`config.mk`:
```
export PLATFORM = sky130hd
export DESIGN_NAME = clk_en_gen
export DESIGN_NICKNAME = d
export VERILOG_FILES = /design/src/rtl/clk_en_gen_pkg.sv /design/src/rtl/clk_en_gen_btn_debounce.sv /design/src/rtl/clk_en_gen.sv
export SDC_FILE = /design/constraint.sdc
export NUM_CORES = 1
export LEC_CHECK = 0
export ABC_AREA = 0
export CORE_MARGIN = 2
export CORE_UTILIZATION = 40
export DETAILED_ROUTE_END_ITERATION = 7
export DONT_BUFFER_PORTS = 1
export RECOVER_POWER = 50
export SETUP_SLACK_MARGIN = 0.4
export SYNTH_ARGS = -nofsm -noshare
export SYNTH_HDL_FRONTEND = slang
export SYNTH_SLANG_ARGS = --single-unit
```
`constraint.sdc`:
```
create_clock -name clk -period 1.3 [get_ports clk]
set_clock_uncertainty 0.2 [all_clocks]
set_input_delay 0.39 -clock clk [delete_from_list [all_inputs] [get_ports clk]]
set_output_delay 0.39 -clock clk [all_outputs]
set_load 0.02 [all_outputs]
```
`src/rtl/clk_en_gen_pkg.sv`:
```
// Shared definitions for the Gray counter control stage: FSM encoding,
// counter width helper and default timing constants.
package clk_en_gen_pkg;

    typedef enum logic {
        PAUSE = 1'b0,
        RUN   = 1'b1
    } state_t;

    // 50 MHz board clock: 10 Hz run rate, 5 ms debounce window
    localparam int DIV_BOARD        = 5_000_000;
    localparam int DEB_CYCLES_BOARD = 250_000;
    localparam int DIV_SIM          = 10;
    localparam int DEB_CYCLES_SIM   = 4;

    // Width needed to count 0..n-1, never narrower than one bit
    function automatic int cnt_width(input int n);
        return (n > 1) ? $clog2(n) : 1;
    endfunction

endpackage

```
`src/rtl/clk_en_gen_btn_debounce.sv`:
```
// Button conditioning: two-flop synchronizer, debounce counter and a
// one-cycle press pulse on each accepted rising level.
module btn_debounce
    import clk_en_gen_pkg::*;
#(
    parameter int DEB_CYCLES = DEB_CYCLES_SIM
) (
    input  logic clk,
    input  logic rst,
    input  logic btn_raw,
    output logic press
);

    localparam int            CW      = cnt_width(DEB_CYCLES);
    localparam logic [CW-1:0] CNT_MAX = CW'(DEB_CYCLES - 1);

    logic          sync1;
    logic          sync2;
    logic          stable;
    logic          stable_prev;
    logic [CW-1:0] cnt;

    // A level is accepted only after DEB_CYCLES consecutive differing samples
    always_ff @(posedge clk or negedge rst) begin
        if (!rst) begin
            sync1       <= 1'b0;
            sync2       <= 1'b0;
            stable      <= 1'b0;
            stable_prev <= 1'b0;
            cnt         <= '0;
        end else begin
            sync1       <= btn_raw;
            sync2       <= sync1;
            stable_prev <= stable;
            if (sync2 != stable) begin
                if (cnt == CNT_MAX) begin
                    stable <= sync2;
                    cnt    <= '0;
                end else begin
                    cnt <= cnt + 1'b1;
                end
            end else begin
                cnt <= '0;
            end
        end
    end

    assign press = stable & ~stable_prev;

endmodule

```
`src/rtl/clk_en_gen.sv`:
```
// Clock-enable generator for the Gray counter: run/pause FSM, RUN-rate
// prescaler and registered clk_en / running outputs.
module clk_en_gen
    import clk_en_gen_pkg::*;
#(
    parameter int DIV        = DIV_SIM,
    parameter int DEB_CYCLES = DEB_CYCLES_SIM
) (
    input  logic clk,
    input  logic rst,
    input  logic run_btn,
    input  logic step_btn,
    output logic clk_en,
    output logic running
);

    localparam int            PW = cnt_width(DIV);
    localparam logic [PW-1:0] TC = PW'(DIV - 1);

    logic          run_press;
    logic          step_press;
    state_t        state;
    state_t        state_d;
    logic [PW-1:0] count;
    logic [PW-1:0] count_d;
    logic          clk_en_d;

    btn_debounce #(.DEB_CYCLES(DEB_CYCLES)) u_run_deb (
        .clk     (clk),
        .rst     (rst),
        .btn_raw (run_btn),
        .press   (run_press)
    );

    btn_debounce #(.DEB_CYCLES(DEB_CYCLES)) u_step_deb (
        .clk     (clk),
        .rst     (rst),
        .btn_raw (step_btn),
        .press   (step_press)
    );

    // run_press outranks step_press; a terminal count on the stop edge still fires
    always_comb begin
        state_d  = state;
        count_d  = '0;
        clk_en_d = 1'b0;
        case (state)
            PAUSE: begin
                clk_en_d = step_press & ~run_press;
                if (run_press) begin
                    state_d = RUN;
                end
            end
            RUN: begin
                clk_en_d = (count == TC);
                if (run_press) begin
                    state_d = PAUSE;
                end else if (count != TC) begin
                    count_d = count + 1'b1;
                end
            end
        endcase
    end

    always_ff @(posedge clk or negedge rst) begin
        if (!rst) begin
            state   <= PAUSE;
            count   <= '0;
            clk_en  <= 1'b0;
            running <= 1'b0;
        end else begin
            state   <= state_d;
            count   <= count_d;
            clk_en  <= clk_en_d;
            running <= (state_d == RUN);
        end
    end

endmodule

```
==> results of run 1 <==
## worst max path at each step
stage / from / endpoint / slack [ns] / depth (start not counted)
global placement: count[1] / count[2] / 0.06 / 5
detailed placement: count[1] / count[1] / -0.01 / 5
floorplan: count[1] / count[1] / 0.10 / 5
global route: state / running / -0.12 / 0
CTS: state / running / -0.10 / 0
finish: state / running / -0.08 / 0
## what timing repair did
action                                  in CTS  in global routing
endpoints found under the setup margin      14                 14
pin swaps                                    2                  3
gates cloned                                 0                  0
hold endpoints to repair                    20                 20
resized for setup                           15                  5
buffers inserted                             3                  1
## layer usage
metal | vias to the layer above | routed length, um
met5 | - | 0
met4 | 0 | 25
met3 | 5 | 55
met2 | 9 | 540
met1 | 187 | 382
li1 | 167 | -
## state kept, by name, indices dropped and copies added (netlist names)
register,flops
u_run_deb.sync1,1
count,4
u_run_deb.stable,1
u_step_deb.stable_prev,1
u_run_deb.sync2,1
u_step_deb.cnt,2
u_step_deb.sync1,1
u_step_deb.stable,1
state,1
u_step_deb.sync2,1
u_run_deb.cnt,2
clk_en,1
u_run_deb.stable_prev,1
## power by group
part	total, mW	internal [mW]	leakage, nW	switching [mW]
registers	0.984	0.751	0.220	0.233
clock network	0.335	0.171	0.0210	0.164
logic	0.672	0.434	0.142	0.238
## placed cells by master (no fill, tap or decap)
master | netlist | routed
buf_4 | 0 | 3
ha_4 | 0 | 2
nor2b_4 | 0 | 2
inv_1 | 1 | 1
xor2_1 | 1 | 1
nand3_1 | 2 | 2
nor2_1 | 3 | 3
inv_2 | 1 | 1
nor2_2 | 1 | 1
dfrtp_2 | 0 | 5
clkbuf_8 | 0 | 1
dfrtp_1 | 18 | 13
xnor2_4 | 0 | 2
mux2_4 | 0 | 2
nand2_2 | 0 | 1
o211ai_2 | 1 | 1
nor3_4 | 0 | 1
nand2b_4 | 0 | 1
clkbuf_4 | 0 | 3
ha_1 | 4 | 2
buf_6 | 0 | 1
xnor2_1 | 4 | 2
o32ai_2 | 0 | 1
nor3_2 | 0 | 1
## through the flow
step | util, % | instances
floorplan | - | 45
global placement | 45.2 | 61
detailed placement | 45.2 | 61
CTS | 54.7 | 68
global route | 57.1 | 69
finish | 57.1 | 69
## cell families (layout without fill, tap and decap cells)
family,count (synthesis),count (layout),synth area share (%)
flip-flops,18,18,68.4
AO/OA/AOI/OAI,2,2,3.23
AND/OR/NAND/NOR,12,12,9.51
buffers and inverters,2,10,1.14
multiplexers,2,2,3.42
XOR/XNOR,5,5,6.65
adder cells (fa/ha/maj),4,4,7.60
## cell type report
cell class                      instances  area, um^2  area share [%]
Timing Repair Buffer                    4        33.8            3.88
Sequential cell                        18         457            52.4
Tap cell                               16        20.0            2.30
Multi-Input combinational cell         25         317            36.4
Inverter                                2        7.51           0.862
Clock buffer                            4        36.3            4.17
==> run summary, run 1 <==
Cell variety after synth - 16
Total clock sinks - 18
Synth top area cells - dfrtp_1, ha_1, xnor2_1, mux2_2, nor2b_1
Final setup viols - 4
Number of global-route vias before repair - 393
PwrDens - 2290 mW/mm^2
Area Growth Syn to Fin - 32.3%
Core area - 0.00152 mm^2
Worst R2R Path Depth - 5
Status - complete, but fails checks
Min-Delay Path Class - primary input to async pin
Max cap viols - 0
Synth area leader - dfrtp_1
CP Capture Type - output port
Share of flip-flops with an asynchronous set or reset - 100%
Placement Cell Area - 689 um^2
CP required - 0.71 ns
R2r startpoint - count[1]
Clock buffer count from CTS - 3
DRT iter0 DRCs - 0
Mapped cell area - 658 um^2
Tot GR Track Use - 13.7%
Worst VDD drop - 1.13 mV
Total count of max-transition violations in the final report - 0
Worst-path clk slew - 0.10 ns
Failing checks - hold timing, setup timing
Die Height - 44.6 um
Antenna cells - 0
Sequential-to-total area share from yosys stat - 68.4%
GRT busiest layer - met2
Largest net degree at the start of global routing - 19
CTS root buffer - clkbuf_4
Worst-Margin Slew - 0.236 ns
Port Buffers - 0
Syn. warnings - 0
# IOs - 6
Max FO, Critical Path - 4
Crit path kind - register to output port
Final wirelength - 1000 um
Avg Synthesized Cell Area - 14.6 um^2
H-tree lvl count - 1
#FFs+latches synth - 18
Grt ovf - 0
Met2 global-route usage - 23.5%
DP Worst Slack - -0.0112 ns
Tmin final - 1.38 ns
Die width - 44.6 um
Final nets - 62
Top FF cell, synth - dfrtp_1
Post-Synthesis Net Count - 53
Post-route worst setup slack - -0.0822 ns
Post-synth top area share - 68.4%
F_max - 723 MHz
Tot Pwr - 1.99 mW
# DRC - 0
Max Root-Sink Buffers - 2
Worst Path Arrival - 0.79 ns
Routed Antenna Nets - 0
Cells after Synth - 45
Hpwl dp - 696 um
Fill cells - 113
Most frequent cells after synthesis - dfrtp_1, ha_1, xnor2_1, nor2_1
RSZ-0062 raised after global routing - true
Rows - 14
EDFF count, synth - 0
First-pass GRT wire length - 1830 um
Share of post-route cells with drive strength above 1 - 54.7%
M1 GR Usage - 13.8%
Starting density of the core - 43.2%
Clk Latency, worst-skew pair - 0.30 ns
Pleak - 0.383 nW
Number of vias per cell - 5.33
DRT Pass-1 Iters - 1
Routed WL per cell - 14.6 um
Die outline area - 0.00199 mm^2
Setup TNS - -0.132 ns
Kind of start point of the critical path - register
Initial antenna violation count - 0
Rel. slew slack - 84.2%
Final Hold Vio Count - 20
Fin area - 871 um^2
Fin Hold WS - -0.429 ns
FF-to-FF End - count[1]
Via count - 368
GPL Wtd Cong - 0.732
Fin crit share - 106%
Flop2flop setup slack - 0 ns
M3 GR Usage - 6.12%
CTS tree - yes
Top-count cell post-synth - dfrtp_1
Power figures use the tool's default switching activity.
==> run 2, diff against run 1 <==
--- a/config.mk
+++ b/config.mk
@@ -7,10 +7,11 @@
 export LEC_CHECK = 0
 export ABC_AREA = 0
-export CORE_MARGIN = 2
-export CORE_UTILIZATION = 40
+export CORE_AREA = 2 2 39 41
 export DETAILED_ROUTE_END_ITERATION = 7
+export DIE_AREA = 0 0 41 43
 export DONT_BUFFER_PORTS = 1
 export RECOVER_POWER = 50
 export SETUP_SLACK_MARGIN = 0.4
+export SKIP_LAST_GASP = 1
 export SYNTH_ARGS = -nofsm -noshare
 export SYNTH_HDL_FRONTEND = slang
==> constraint.sdc (replaced) <==
create_clock -name clk -period 1.3 [get_ports clk]
set_clock_uncertainty 0.2 [all_clocks]
set_input_delay 0.13 -clock clk [delete_from_list [all_inputs] [get_ports clk]]
set_output_delay 0.13 -clock clk [all_outputs]
set_load 0.02 [all_outputs]
==> run summary, run 2 (synthesis gave the netlist of run 1 again) <==
Port Buffers - 0 (unchanged)
Max Root-Sink Buffers - 2 (unchanged)
Crit path kind - register to register
RSZ-0062 raised after global routing - true
GPL Wtd Cong - 0.589 (-20%)
F_max - 796 MHz (+10%)
Hpwl dp - 681 um (-2.2%)
Max cap viols - 0 (unchanged)
First-pass GRT wire length - 1880 um (+3.0%)
Placed Cells - 61 (unchanged)
Largest registers - count (4), u_run_deb.cnt (2), u_step_deb.cnt (2)
Share of post-route cells with drive strength above 1 - 58.6% (+3.9 points)
Fin area - 960 um^2 (+10%)
Die Height - 43 um (-3.5%)
# IOs - 6 (unchanged)
Max FO, Critical Path - 4 (unchanged)
Clk Latency, worst-skew pair - 0.29 ns (about the same)
Routed WL per cell - 16.7 um (+15%)
Final Hold Vio Count - 18 (-10%)
Hold-fix buffers at CTS - 3
H-tree lvl count - 1 (unchanged)
Number of global-route vias before repair - 424 (+7.9%)
Area Growth Syn to Fin - 45.8%
Tmin final - 1.26 ns (-0.126 ns)
Multi-input logic area - 370 um^2 (+17%)
DRT iter0 DRCs - 1 (+1)
Largest net degree at the start of global routing - 19 (unchanged)
Slowest CP cell - dfrtp_1
Pleak - 0.406 nW (+6.1%)
CTS tree - yes
Max reg flops - 4 (unchanged)
DP Worst Slack - 0.00163 ns (+0.0128 ns)
CP Capture Type - register
Worst-path clk slew - 0.10 ns (about the same)
Tot Pwr - 2.12 mW (+6.5%)
Largest register by flop count - count
Post-route worst setup slack - 0.0442 ns (+0.126 ns)
Starting density of the core - 47.6% (+4.4 points)
PwrDens - 2210 mW/mm^2 (-3.3%)
# DRC - 0 (unchanged)
Worst VDD drop - 0.997 mV (-12%)
Final setup viols - 0 (-4)
Status - complete, but fails checks
Initial antenna violation count - 0 (unchanged)
Core area - 0.00138 mm^2 (-9.2%)
Tot GR Track Use - 16.4% (+2.7 points)
Via count - 380 (+3.3%)
Worst Path Arrival - 1.22 ns (+0.43 ns)
Reg area - 455 um^2 (-0.27%)
Antenna cells - 0 (unchanged)
Routed Antenna Nets - 0 (unchanged)
Failing checks - hold timing
CP Cell Sequence - inv_2 -> ha_4 -> nand2_4 -> o211ai_4 -> nor2_1
Rows - 14 (unchanged)
Number of vias per cell - 5.14 (-3.7%)
CTS root buffer - clkbuf_4
Fill cells - 90 (-20%)
Die outline area - 0.00176 mm^2 (-11%)
Rel. slew slack - 36.3% (-48 points)
Final wirelength - 1240 um (+23%)
Placement Cell Area - 689 um^2 (unchanged)
Kind of start point of the critical path - register
Total count of max-transition violations in the final report - 0 (unchanged)
Fin crit share - 96.6% (-9.7 points)
Most common cell after layout, fill and taps aside - dfrtp_1
CP required - 1.26 ns (+0.55 ns)
Finished Layout Cells - 74 (+7.2%)
Total clock sinks - 18 (unchanged)
Worst-Margin Slew - 0.955 ns (+0.719 ns)
Grt ovf - 0 (unchanged)
Min-Delay Path Class - primary input to async pin
Die width - 41 um (-8.0%)
Commonest cells after routing, fill and taps aside - dfrtp_1, ha_4, dfrtp_2
Fin Hold WS - -0.242 ns (+0.187 ns)
Final nets - 67 (+8.1%)
DRT Pass-1 Iters - 2 (+1)
Clock buffer count from CTS - 3 (unchanged)
CP max stage delay - 0.39 ns
[run 2: worst max-delay path: cells and delay by family, from the launching register on]
family / cells / cell delay (ns)
and+or+nand+nor: 2 / 0.14
buffers and inverters: 1 / 0.07
adders and majority gates: 1 / 0.13
DFF: 1 / 0.39
AOI/OAI and AO/OA: 1 / 0.22
[run 2: final cells by class]
class	count	area share, %
inverter	2	0.782
tap	16	2.09
timing repair buffer	9	8.34
clock buffer	4	2.74
sequential	18	47.5
multi-input combinational	25	38.6
[run 2: path summary, 6_finish.rpt]
path	startpoint	end	slack [ns]	cells after the start
max	count[1]	count[2]	0.04	5
min	rst	state	-0.24	1
max reg2reg	count[1]	count[2]	0.04	5
min reg2reg	u_run_deb.sync1	u_run_deb.sync2	0.16	0
max in group asynchronous	rst	count[2]	0.49	1
min in group clk	u_run_deb.sync1	u_run_deb.sync2	0.16	0
[run 2: timing repair]
action | CTS | global route
pin swaps | 5 | 12
buffers inserted | 6 | 0
resized for setup | 9 | 23
setup endpoints to repair | 14 | 32
endpoints found under the hold margin | 20 | 18
[run 2: layer usage]
metal  track usage [%]  part of all wire [%]  vias up
met5                 0                     0        -
met2              25.6                    57        9
met1              22.0                    38      194
met4              6.00                  0.65        0
met3              3.14                   3.6        2
li1                  -                     -      175
[run 2: where the power goes]
part / leakage, nW / switching (mW) / total, mW / internal, mW
registers: 0.221 / 0.254 / 1.00 / 0.749
logic: 0.170 / 0.329 / 0.842 / 0.513
clock network: 0.0150 / 0.158 / 0.277 / 0.119
total: 0.406 / 0.741 / 2.12 / 1.38
[run 2: per-stage QoR]
stage,util (%),TNS [ns],hold slack [ns]
global placement,49.8,0,-0.365
detailed placement,49.8,0,-0.365
global route,69.3,-0.0171,-0.178
CTS,61.3,0,0.162
finish,69.3,0,-0.242
floorplan,-,0,-0.366
